--- src/rtl/uart_loader.sv ---
// UART byte-stream packet loader: parses SYNC/ADDR/LEN/DATA/CSUM frames
// and issues little-endian 32-bit word writes over a valid/ready port.
module uart_loader #(
  parameter logic [7:0] SYNC_BYTE      = 8'hA5,
  parameter int         TIMEOUT_CYCLES = 1_250_000
) (
  input  logic        clk,
  input  logic        reset,
  input  logic [7:0]  data_in,
  input  logic        data_in_valid,
  output logic        data_in_ready,
  output logic [31:0] wr_addr,
  output logic [31:0] wr_data,
  output logic        wr_valid,
  input  logic        wr_ready,
  output logic        busy,
  output logic        pkt_done,
  output logic        pkt_ok,
  output logic        err_timeout
);

  localparam int TW = $clog2(TIMEOUT_CYCLES + 1);
  localparam logic [TW-1:0] TLAST = TW'(TIMEOUT_CYCLES - 1);

  localparam logic [2:0] S_IDLE  = 3'd0;
  localparam logic [2:0] S_ADDR  = 3'd1;
  localparam logic [2:0] S_LEN   = 3'd2;
  localparam logic [2:0] S_DATA  = 3'd3;
  localparam logic [2:0] S_WRITE = 3'd4;
  localparam logic [2:0] S_CSUM  = 3'd5;

  logic [2:0]    state;
  logic [1:0]    idx;
  logic [7:0]    words;
  logic [23:0]   buf_q;
  logic [31:0]   addr;
  logic [7:0]    csum;
  logic [TW-1:0] tmo;
  logic          accept;
  logic          counting;
  logic          tmo_hit;

  assign data_in_ready = (state != S_WRITE);
  assign busy          = (state != S_IDLE);
  assign accept        = data_in_valid && data_in_ready;
  assign counting      = (state == S_ADDR) || (state == S_LEN) ||
                         (state == S_DATA) || (state == S_CSUM);
  // Fires on the last silent cycle so the abort lands TIMEOUT_CYCLES later
  assign tmo_hit       = counting && !accept && (tmo == TLAST);

  always_ff @(posedge clk) begin
    if (reset) begin
      state       <= S_IDLE;
      idx         <= 2'd0;
      words       <= 8'd0;
      buf_q       <= 24'd0;
      addr        <= 32'd0;
      csum        <= 8'd0;
      tmo         <= '0;
      wr_addr     <= 32'd0;
      wr_data     <= 32'd0;
      wr_valid    <= 1'b0;
      pkt_done    <= 1'b0;
      pkt_ok      <= 1'b0;
      err_timeout <= 1'b0;
    end else begin
      pkt_done    <= 1'b0;
      err_timeout <= 1'b0;
      if (!counting || accept) tmo <= '0;
      else                     tmo <= tmo + 1'b1;
      if (tmo_hit) begin
        state       <= S_IDLE;
        err_timeout <= 1'b1;
      end else begin
        case (state)
          S_IDLE: begin
            if (accept && data_in == SYNC_BYTE) begin
              state <= S_ADDR;
              idx   <= 2'd0;
              csum  <= 8'd0;
            end
          end
          S_ADDR: begin
            if (accept) begin
              addr <= {data_in, addr[31:8]};
              csum <= csum + data_in;
              idx  <= idx + 2'd1;
              if (idx == 2'd3) state <= S_LEN;
            end
          end
          S_LEN: begin
            if (accept) begin
              words <= data_in;
              csum  <= csum + data_in;
              idx   <= 2'd0;
              state <= (data_in == 8'd0) ? S_CSUM : S_DATA;
            end
          end
          S_DATA: begin
            if (accept) begin
              buf_q <= {data_in, buf_q[23:8]};
              csum  <= csum + data_in;
              idx   <= idx + 2'd1;
              if (idx == 2'd3) begin
                wr_addr  <= {addr[31:2], 2'b00};
                wr_data  <= {data_in, buf_q};
                wr_valid <= 1'b1;
                state    <= S_WRITE;
              end
            end
          end
          S_WRITE: begin
            if (wr_ready) begin
              wr_valid <= 1'b0;
              addr     <= addr + 32'd4;
              words    <= words - 8'd1;
              state    <= (words == 8'd1) ? S_CSUM : S_DATA;
            end
          end
          S_CSUM: begin
            if (accept) begin
              pkt_done <= 1'b1;
              pkt_ok   <= ((csum + data_in) == 8'h00);
              state    <= S_IDLE;
            end
          end
          default: state <= S_IDLE;
        endcase
      end
    end
  end

endmodule

--- config.mk ---
export PLATFORM = sky130hd
export DESIGN_NAME = uart_loader
export DESIGN_NICKNAME = d
export VERILOG_FILES = /design/src/rtl/uart_loader.sv
export SDC_FILE = /design/constraint.sdc
export NUM_CORES = 1
export LEC_CHECK = 0
export ABC_AREA = 1
export ABC_CLOCK_PERIOD_IN_PS = 5300
export BUFFER_PORTS_ARGS = -buffer_cell sky130_fd_sc_hd__buf_4
export CAP_MARGIN = 25
export CELL_PAD_IN_SITES_DETAIL_PLACEMENT = 1
export CELL_PAD_IN_SITES_GLOBAL_PLACEMENT = 2
export CORE_UTILIZATION = 35
export DETAILED_ROUTE_END_ITERATION = 8
export GPL_TIMING_DRIVEN = 0
export PLACE_DENSITY = 0.91
export SKIP_CTS_REPAIR_TIMING = 1
export SYNTH_ARGS = -nofsm -noshare
export SYNTH_HDL_FRONTEND = slang
export SYNTH_SLANG_ARGS = --single-unit
--- constraint.sdc ---
create_clock -name clk -period 5.3 [get_ports clk]
set_clock_uncertainty 0.1 [all_clocks]
set_input_delay 0.53 -clock clk [delete_from_list [all_inputs] [get_ports clk]]
set_output_delay 0.53 -clock clk [all_outputs]
set_load 0.05 [all_outputs]
Word-level counts from Yosys, hierarchy flattened
Cells that the tools add are included.
W data, S select, Z words.

cells by class
  add/subtract/negate cells = 5
  equality and inequality tests = 20
  multiplexer cells = 30
  bitwise operators = 2
  reduce and logical (&&, ||, !) cells = 33

operators by type and width
  operator                 count
  $mux W32                 2
  $pmux W32 S2             1
  $add A32 B3 Y32 const B  1
  $mux W8                  4
  $pmux W8 S2              2
  $mux W3                  10
  $add A21 B1 Y21 const B  1
  $eq A21 B21 Y1 const B   1
  $pmux W3 S6              1
  $logic_not A8 Y1         2
  $reduce_and A4 Y1        4
  $ne A2 B2 Y1 const B     6
  $reduce_and A5 Y1        2
  $add A8 B8 Y8            1
  $eq A8 B1 Y1 const B     1
  $eq A8 B8 Y1 const B     1
  $ne A2 B1 Y1 const B     4
  $reduce_and A8 Y1        1
  $reduce_bool A2 Y1       4
  $sub A8 B1 Y8 const B    1
  $eq A3 B2 Y1 const B     2
  $eq A3 B3 Y1 const B     2
  $mux W2                  3
  $pmux W2 S3              1
  other kinds (15)         32

storage, ports and cells
  bits in registers = 164
  bits of input ports = 12
  output and inout port bits = 70
  word-level logic and storage cells = 103

Logic depth before layout (Yosys ltp)
Gate-level depths: netlist (run 1).

  word-level depth = 8
  mapped depth = 12
  mapped depth without buffers = 12

Least setup slack after synthesis (run 1)
Ideal clock, no wire load.

  kind = in2reg
  start = input data_in[0]
  end = register pkt_ok
  arrival time = 1.741 ns
  required time = 5.130 ns
  setup slack = 3.389 ns
  stages on the path = 9
  path through = ha_1 -> fa_1 -> nor2_1 -> nand3_1 -> nor2_1 -> nand3_1 -> nor2_1 -> nand3_1 -> a21oi_1

on the way
  longest elaborated chain between the ends = 2

RTL lines
  what                  RTL line  text
  start, declared       9         input logic [7:0] data_in,
  $add A8 B8 Y8         123       pkt_ok <= ((csum + data_in) == 8'h00);
  $logic_not A8 Y1      123
  end signal, assigned  123
  end, declared         18        output logic pkt_ok,

Every way passes these cells.
A chain may end at the register's enable or synchronous reset.

Worst setup path in the final report (run 1)
  start = register state[0]
  end = output data_in_ready

on the way
  longest elaborated chain between the ends = 1

RTL lines
  what                    RTL line  text
  start, declared         32        logic [2:0] state;
  start signal, assigned  96        state <= (data_in == 8'd0) ? S_CSUM : S_DATA;
  start signal, assigned  117       state <= (words == 8'd1) ? S_CSUM : S_DATA;
  $ne A3 B3 Y1            43        assign data_in_ready = (state != S_WRITE);
  end, declared           11        output logic data_in_ready,

Every way passes these cells.

==> qor.yml, run 1 <==
status: "complete, no violations"
synth_top_family_by_area: "simple AND/OR/NAND/NOR gates"
synth_cells: 1165
fp.dieW_um: 152
ys_seq_elements: 162
layout-drive-gt1-share_pct: 12.1
p_leak_nw: 3.78
num_antenna_cells: 0
routedWlPerCell_um: 18.0
slew_headroom_pct: 48.0
path_clk_slew_ns: 0.07
track_usage_pct: 24.8
gp_congestion: 0.838
grt.busiest_layer: "met2"
cp.arrival_ns: 2.11
row_count: 54
drv_slew: 0
fin_crit_sh_pct: 51.6
cts_tree: "yes"
fin_tns_setup_ns: 0
ant_nets: 0
h-tree-depth: 4
internal-power_mw: 1.94
area_growth_syn_to_layout_pct: 19.8
vias_per_cell: 5.19
cp_top_family: "buffers and inverters"
drc: 0
worstPathCellList: "inv_2, nand3_1, buf_2, buf_2, buf_4"
total_power_mw: 2.74
layout_commonest_cell: "nand2_1"
nFillCells: 2816
clk_path_buf_depth: 2
final_nets: 1289
synth_fa_ha_area_share_pct: 2.16
async_reset_ff_share_pct: 0
yosys.area_share.xor_xnor_pct: 1.22
dieArea_um2: 23200
met2_usage_pct: 40.5
min_period_ns: 2.74
syn_area_um2: 7890
globalRoute.totalOverflow: 0
critical_path.endpoint_type: "primary output"
timing.final.ws_setup_ns: 2.56
clock_latency_ns: 0.44
worstSetupStartpointType: "register"
p_clk_share_pct: 46.5
synthMuxAreaShare_pct: 0
cp_slowest_cell: "dfxtp_1"
cp_max_fo: 10
synth_cell_types: 39
yosys_most_used_dff: "dfxtp_1"
numCtsBuffers: 17
wl_um: 28000
synth_simple_gate_area_share_pct: 27.7
postLayoutCoreUtil_pct: 43.1
drt_iter0_drc: 374
clock.fmax_ghz: 0.366
grt_max_degree: 20
cts-root-buf: "clkbuf_16"
synth_top_area_cell: "dfxtp_1"
worst_pin_slew_ns: 0.780
synthTopCellsByArea: "dfxtp_1, nand2_1, nor2_1"
design_area_um2: 9450
chipHeight_um: 152
p_comb_share_pct: 7.7
firstDrtPassIters: 5
synth_compound_area_share_pct: 18.2
avgSynthCellArea_um2: 6.77
io_buffer_count: 79
cts.sinks: 162
setup_viol: 0
num_io_pins: 82
grt_pass1_wl_um: 44900
grt_use_met1_pct: 32.7
synth_edf_count: 0
crit_top_cell: "buf_2"
grt_pass1_vias: 8178
ys_warn_count: 0
critPathBufInv: 4
rsz0062_at_grt: "false"
core_um2: 22000
pre_cts_slack_ns: 2.99
vias: 8080
maxCapViolations: 0
power.switching_uw: 795
use_met3_pct: 5.03
hpwl_um: 21100
dpl-instance-area_um2: 8840
peakVddDrop_uv: 220
p_seq_share_pct: 45.8
antenna_found_initial: 0
finalHoldViolCount: 0
powerDensity_nw_per_um2: 290
worstPathRequired_ns: 4.67
path_class: "register to primary output"
switching_share_pct: 29.0
seq_area_frac_synth_pct: 41.1
start_util_pct: 35.9
cp_slowest_stage_delay_ns: 0.45
hold_path.class: "input port to register"
final_cell_mix: "nand2_1, nor2_1, dfxtp_1"
synth_top_area_share_pct: 41.1
-- layout make-up --
class	instances	area [um^2]	area share, %
inverter	127	477	5.04
multi-input combinational	827	3900	41.2
clock inverter	15	189	2.00
sequential	162	3240	34.3
tap	280	350	3.71
clock buffer	17	425	4.50
buffer	50	279	2.95
timing repair buffer	79	593	6.27
-- power groups by stage --
| stage | Clock, mW | Combinational, mW | Sequential, mW |
|---|---|---|---|
| 6_report | 1.27 | 0.211 | 1.25 |
| 5_1_grt | 1.34 | 0.237 | 1.26 |
| 4_1_cts | 1.29 | 0.212 | 1.25 |
| 3_5_place_dp | 0 | 0.211 | 1.28 |
| 3_3_place_gp | 0 | 0.208 | 1.28 |
| 2_1_floorplan | 0 | 0.142 | 1.28 |
-- state kept, by name, indices dropped and copies added (netlist names) --
register     flops
wr_addr         30
wr_data         32
idx              2
pkt_done         1
wr_valid         1
addr            30
csum             8
tmo             21
words            8
state            3
buf_q           24
pkt_ok           1
err_timeout      1
-- final timing paths --
check                                endpoint  cells after the start        from  slack [ns]
worst max-delay path            data_in_ready                      5    state[0]        2.56
worst max register to register       words[4]                     10      tmo[0]        3.01
worst min register to register     wr_data[3]                      2    buf_q[3]        0.36
worst min-delay path                buf_q[18]                      3  data_in[2]        0.29
-- cells in the mapped netlist, types with 3 or more instances --
| cell | instances |
|---|---|
| inv_2 | 5 |
| or2_2 | 5 |
| a21oi_1 | 123 |
| clkbuf_1 | 22 |
| a211oi_1 | 15 |
| nor2_1 | 192 |
| o21ai_1 | 5 |
| nor3_1 | 7 |
| nor3b_1 | 3 |
| nand3_1 | 57 |
| buf_2 | 13 |
| inv_1 | 120 |
| dfxtp_1 | 162 |
| ha_1 | 12 |
| buf_6 | 7 |
| nand4_1 | 13 |
| xor2_1 | 10 |
| buf_4 | 6 |
| o21ai_0 | 121 |
| nand2_1 | 235 |
| nand3b_1 | 8 |
-- through the flow --
step                      hold slack [ns]  instances
after floorplan                     0.320       1166
after global placement              0.343       1525
after detailed placement            0.340       1525
after CTS                           0.283       1557
after global routing                0.315       1557
final                               0.291       1557
-- worst min-delay path, stage by stage --
cell and delay (ns):
buf_4 0.13, nor2_1 0.05, nor2_1 0.08
-- cell families after synthesis --
logic type               count (synthesis)
adder cells (fa/ha/maj)                 13
buffers and inverters                  177
other                                    1
AO/OA/AOI/OAI                          274
XOR/XNOR                                11
flip-flops                             162
AND/OR/NAND/NOR                        527
-- per-layer routing --
metal  wire (um)  share of wire [%]
met1       13200                 47
met2       12800                 46
met3        1400                5.0
met4         585                2.1
met5           0                  0
(Power assumes the default switching activity.)
==> run 2: changes to the inputs <==
- ABC_AREA: 1 -> 0
- ABC_CLOCK_PERIOD_IN_PS: 5300 -> 2400
- CORE_UTILIZATION: 35 -> 31
- PLACE_DENSITY: 0.91 -> 0.83
- clock period: 5.3 -> 2.4 ns (I/O delays scaled with it)
==> run 2 against run 1 <==
  * Synthesized area is 5.3% lower
  * Worst setup slack worse by 2.6 ns
  * Register-to-register slack worse by 2.9 ns
  * Global-route usage is 3.5 points lower
  * Sequential share of layout area is 1.3 points higher
  * Cell count is 10% lower
  * Non-clock buffer count is 18 higher
  * Via count is 11% lower
  * Utilization is 4.4 points lower
  * Power is 120% higher
  * Critical path type unchanged
  * Largest power group is now sequential cells
==> qor.yml, run 2 <==
status: "complete, no violations"  # unchanged
num_antenna_cells: 0  # unchanged
regMostFlops: "wr_data"  # unchanged
antenna_found_initial: 0  # unchanged
wl_um: 25400  # was 28000 um
area_growth_syn_to_layout_pct: 21.9  # was 19.8%
io_buffer_count: 77  # was 79
clock_latency_ns: 0.43  # was 0.44 ns
synth.most_common_cell: "nand2_1"  # unchanged
dpl-instance-area_um2: 8460  # was 8840 um^2
slew_headroom_pct: 45.6  # was 48.0%
track_usage_pct: 21.3  # was 24.8%
synth_cell_types: 63  # was 39
layout_commonest_cell: "nand2_1"  # unchanged
core_um2: 23500  # was 22000 um^2
min_period_ns: 2.40
ys_seq_elements: 162  # unchanged
start_util_pct: 31.7  # was 35.9%
synth_cells: 968  # was 1165
critPathBufInv: 5  # was 4
rsz0062_at_grt: "true"  # was false
grt_pass1_vias: 7203  # was 8178
worstSetupStartpointType: "register"  # unchanged
drv_slew: 0  # unchanged
cts.sinks: 162  # unchanged
firstDrtPassIters: 5  # unchanged
postLayoutCoreUtil_pct: 38.7  # was 43.1%
dieArea_um2: 24700  # was 23200 um^2
reg_top3: "wr_data: 32 flops, addr: 30 flops, wr_addr: 30 flops"  # unchanged
vias_per_cell: 5.18  # was 5.19
p_leak_nw: 3.16  # was 3.78 nW
clock.fmax_ghz: 0.417
final_cell_mix: "nand2_1, dfxtp_1, a21oi_1"  # was nand2_1, nor2_1, dfxtp_1
cp.arrival_ns: 2.06  # was 2.11 ns
num_io_pins: 82  # unchanged
worstPathCellList: "buf_2, nor3b_4, inv_2, clkbuf_4, clkbuf_4, buf_4"  # was inv_2, nand3_1, buf_2, buf_2, buf_4
h-tree-depth: 4  # unchanged
ant_nets: 0  # unchanged
clk_path_buf_depth: 2  # unchanged
numCtsBuffers: 17  # unchanged
synth_common_cells: "nand2_1, dfxtp_1, a21oi_1"  # was nand2_1, nor2_1, dfxtp_1
powerDensity_nw_per_um2: 647  # was 290 nW/um^2
hpwl_um: 18300  # was 21100 um
peakVddDrop_uv: 372  # was 220 uV
yosys_most_used_dff: "dfxtp_1"  # unchanged
timing.final.ws_setup_ns: 0.00185  # was 2.56 ns
drc: 0  # unchanged
row_count: 56  # was 54
cts_tree: "yes"  # unchanged
finalHoldViolCount: 0  # unchanged
drt_iter0_drc: 468  # was 374
final_cells: 1396  # was 1557
largest_reg_flops: 32  # unchanged
setup_viol: 0  # unchanged
worst_pin_slew_ns: 0.816  # was 0.780 ns
async_reset_ff_share_pct: 0  # unchanged
avgSynthCellArea_um2: 7.72  # was 6.77 um^2
worstPathRequired_ns: 2.06  # was 4.67 ns
grt_pass1_wl_um: 40100  # was 44900 um
ys_warn_count: 0  # unchanged
cp_slowest_cell: "dfxtp_1"  # unchanged
design_area_um2: 9110  # was 9450 um^2
placed_cells: 1366  # was 1525
fin_crit_sh_pct: 99.9
crit_top_cell: "clkbuf_4"  # was buf_2
fp.dieW_um: 157  # was 152 um
globalRoute.totalOverflow: 0  # unchanged
path_clk_slew_ns: 0.07  # about the same
syn_area_um2: 7470  # was 7890 um^2
synth_top_area_share_pct: 43.4  # was 41.1%
critical_path.endpoint_type: "primary output"  # unchanged
pre_cts_slack_ns: -0.341  # was 2.99 ns
cp_slowest_stage_delay_ns: 0.34  # was 0.45 ns
synthTopCellsByArea: "dfxtp_1, nand2_1, a21oi_1"  # was dfxtp_1, nand2_1, nor2_1
gp_congestion: 0.851  # was 0.838
final_nets: 1089  # was 1289
path_class: "register to primary output"  # unchanged
chipHeight_um: 157  # was 152 um
synth_top_area_cell: "dfxtp_1"  # unchanged
routedWlPerCell_um: 18.2  # was 18.0 um
grt_max_degree: 19  # was 20
layout-drive-gt1-share_pct: 14.9  # was 12.1%
cts-root-buf: "clkbuf_16"  # unchanged
seq_area_frac_synth_pct: 43.4  # was 41.1%
vias: 7229  # was 8080
synth_edf_count: 0  # unchanged
cp_top_family: "buffers and inverters"  # unchanged
maxCapViolations: 0  # unchanged
hold_path.class: "input port to register"  # unchanged
cp_max_fo: 10  # unchanged
run 2: metrics by stage:
step	total power [mW]	hold slack [ns]	setup TNS (ns)
finish	5.89	0.0125	0
global route	6.10	0.0148	-0.136
CTS	5.93	0.00118	-24.41
detailed placement	3.23	0.349	-21.67
global placement	3.23	0.343	-21.83
floorplan	3.07	0.276	0
run 2: logic make-up after synthesis:
| kind of cell | Yosys count | synth area share [%] |
|---|---|---|
| AOI/OAI and AO/OA | 255 | 20.1 |
| xor gates and xnor gates | 24 | 2.81 |
| adders and majority gates | 13 | 2.28 |
| buffers and inverters | 86 | 4.76 |
| DFF | 162 | 43.4 |
| muxes | 2 | 0.268 |
| other | 1 | 0.0502 |
| and+or+nand+nor | 425 | 26.3 |
run 2: power by group:
group	switching [mW]	internal (mW)
logic	0.291	0.135
clock network	1.32	1.39
registers	0.0397	2.71
run 2: worst paths after layout:
| check | start | to | slack [ns] | cells past startpoint |
|---|---|---|---|---|
| max | state[1] | data_in_ready | 0.002 | 6 |
| min | reset | tmo[14] | 0.01 | 3 |
| max reg2reg | addr[2] | addr[28] | 0.07 | 6 |
| min reg2reg | wr_addr[15] | wr_addr[15] | 0.36 | 2 |
run 2: cell type report:
class	count	area [um^2]
Fill cell	2920	14400
Clock buffer	17	425
Sequential cell	162	3250
Timing Repair Buffer	78	583
Buffer	69	314
Tap cell	319	399
Multi-Input combinational cell	721	3930
Clock inverter	15	158
Inverter	15	56.3
run 2: layer usage:
layer	GRT usage (%)	up-vias	routed length [um]
met2	33.5	136	11700
met1	29.9	3509	12600
li1	-	3562	-
met4	5.09	0	241
met5	0	-	0
met3	3.96	22	917
run 2: worst register-to-register path: cells and delay by family, from the launching register on:
kind	cells	cell delay (ns)
DFF	1	0.44
adders and majority gates	1	0.26
AOI/OAI and AO/OA	2	0.26
and+or+nand+nor	3	1.13
==> run 3: changes to the inputs <==
- CELL_PAD_IN_SITES_GLOBAL_PLACEMENT: 2 -> 1
- CORE_UTILIZATION: 31 -> 39
==> run 3 against run 2 <==
  * The flow now finishes with violations (negative hold slack)
  * Critical path depth did not move
  * Register-to-register slack barely moved
  * Worst setup slack improved by 0.034 ns
  * Clock power rose by 3%
  * Non-clock buffer count rose by 3
  * Routed wire length rose by 2.8%
  * Cell count fell by 5.9%
  * Via count rose by 6.3%
  * Sequential power barely moved
  * Maximum frequency rose by 1.4%
  * Global-route usage rose by 5.5 points
  * Largest cell class unchanged
==> qor.yml, run 3 (synthesis results as in run 2) <==
dpl-instance-area_um2: 8350  # was 8460 um^2
cp.arrival_ns: 2.02  # was 2.06 ns
worst_pin_slew_ns: 0.786  # was 0.816 ns
slew_headroom_pct: 47.6  # was 45.6%
num_io_pins: 82  # unchanged
p_comb_share_pct: 7.4  # was 7.2%
power.switching_mw: 1.66  # was 1.65 mW
path_clk_slew_ns: 0.07  # about the same
grt_use_met1_pct: 35.0  # was 29.9%
clk_path_buf_depth: 2  # unchanged
io_buffer_count: 77  # unchanged
hold_path.class: "input port to register"  # unchanged
antenna_found_initial: 0  # unchanged
drc: 0  # unchanged
cp_max_fo: 10  # unchanged
num_antenna_cells: 0  # unchanged
cts.sinks: 162  # unchanged
grt_max_degree: 18  # was 19
regMostFlops: "wr_data"  # unchanged
wl_um: 26100  # was 25400 um
drt_iter0_drc: 419  # was 468
gp_congestion: 0.918  # was 0.851
worstPathRequired_ns: 2.06  # about the same
numCtsBuffers: 17  # unchanged
finalHoldViolCount: 1  # was 0
chipHeight_um: 140  # was 157 um
whs_ns: -0.00233  # was 0.0125 ns
min_period_ns: 2.36  # was 2.40 ns
status: "complete, but fails checks"  # was complete, no violations
ant_nets: 0  # unchanged
hpwl_um: 17900  # was 18300 um
critical_path.endpoint_type: "primary output"  # unchanged
largest_reg_flops: 32  # unchanged
final_cell_mix: "nand2_1, dfxtp_1, a21oi_1"  # unchanged
fp.dieW_um: 140  # was 157 um
vias_per_cell: 5.85  # was 5.18
area_growth_syn_to_layout_pct: 21.6  # was 21.9%
final_nets: 1092  # was 1089
cts_tree: "yes"  # unchanged
powerDensity_nw_per_um2: 660  # was 647 nW/um^2
layout_commonest_cell: "nand2_1"  # unchanged
peakVddDrop_uv: 532  # was 372 uV
use_met3_pct: 4.44  # was 3.96%
row_count: 50  # was 56
vias: 7684  # was 7229
track_usage_pct: 26.8  # was 21.3%
p_clk_share_pct: 46.6  # was 46.0%
clock.fmax_ghz: 0.423  # was 0.417 GHz
globalRoute.totalOverflow: 0  # unchanged
start_util_pct: 39.8  # was 31.7%
postLayoutCoreUtil_pct: 48.4  # was 38.7%
layout-drive-gt1-share_pct: 15.3  # was 14.9%
drv_slew: 0  # unchanged
placed_cells: 1281  # was 1366
routedWlPerCell_um: 19.9  # was 18.2 um
core_um2: 18800  # was 23500 um^2
grt.busiest_layer: "met2"  # unchanged
final_cells: 1314  # was 1396
internal-power_mw: 4.33  # was 4.24 mW
setup_viol: 0  # unchanged
clock_latency_ns: 0.45  # was 0.43 ns
fin_crit_sh_pct: 98.5  # was 99.9%
grt_pass1_wl_um: 41000  # was 40100 um
cts-root-buf: "clkbuf_16"  # unchanged
firstDrtPassIters: 6  # was 5
worstSetupStartpointType: "register"  # unchanged
p_seq_share_pct: 46.0  # was 46.8%
reg_top3: "wr_data: 32 flops, addr: 30 flops, wr_addr: 30 flops"  # unchanged
design_area_um2: 9080  # was 9110 um^2
met2_usage_pct: 44.5  # was 33.5%
grt_pass1_vias: 7508  # was 7203
path_class: "register to primary output"  # unchanged
violations: "negative hold slack"
h-tree-depth: 4  # unchanged
switching_share_pct: 27.7  # was 28.0%
dieArea_um2: 19700  # was 24700 um^2
maxCapViolations: 0  # unchanged
p_leak_nw: 3.18  # was 3.16 nW
run 3: cell count changes in the layout (fill, tap and decap cells not counted), sizes merged:
cell,previous run,this run
buf,93,98
bufinv,0,1
clkbuf,71,67
dlygate4sd3,0,2
inv,23,22
run 3: layer usage:
layer	up-vias	share of wire (%)	wire length [um]
met3	59	5.0	1300
met1	3800	45	11800
met5	-	0	0
met2	253	48	12500
li1	3572	-	-
met4	0	2.2	580
run 3: final timing paths:
path	from	depth (start not counted)	to	slack (ns)
worst min register to register	wr_addr[2]	2	wr_addr[2]	0.36
worst max register to register	tmo[0]	7	csum[1]	0.08
worst max-delay path	state[1]	6	data_in_ready	0.04
worst min-delay path	data_in[6]	3	wr_data[30]	-0.002
run 3: worst max-delay path, stage by stage, from the launching register on:
cell and delay [ns]:
dfxtp_1 0.36, buf_4 0.20, nor3b_4 0.30, inv_2 0.11, buf_4 0.20, buf_4 0.20
buf_4 0.20
run 3: through the flow:
step	power, mW	setup slack, ns	setup TNS (ns)
finish	6.00	0.0357	0
global route	6.15	-0.00578	-0.00724
CTS	5.98	-0.494	-23.04
detailed placement	3.23	-0.292	-21.18
global placement	3.21	-0.206	-8.47
floorplan	3.07	0.181	0
run 3: final cells by class:
class | instances | area [um^2]
Inverter | 15 | 56.3
Fill cell | 2318 | 9690
Clock inverter | 15 | 170
Clock buffer | 17 | 425
Multi-Input combinational cell | 721 | 3970
Timing Repair Buffer | 82 | 618
Tap cell | 234 | 293
Buffer | 68 | 308
Sequential cell | 162 | 3250
run 3: power groups by stage:
stage,logic (mW),registers [mW],clock network (mW)
global placement,0.398,2.81,0
finish,0.441,2.76,2.80
detailed placement,0.410,2.82,0
CTS,0.415,2.75,2.81
floorplan,0.273,2.80,0
global route,0.474,2.76,2.92
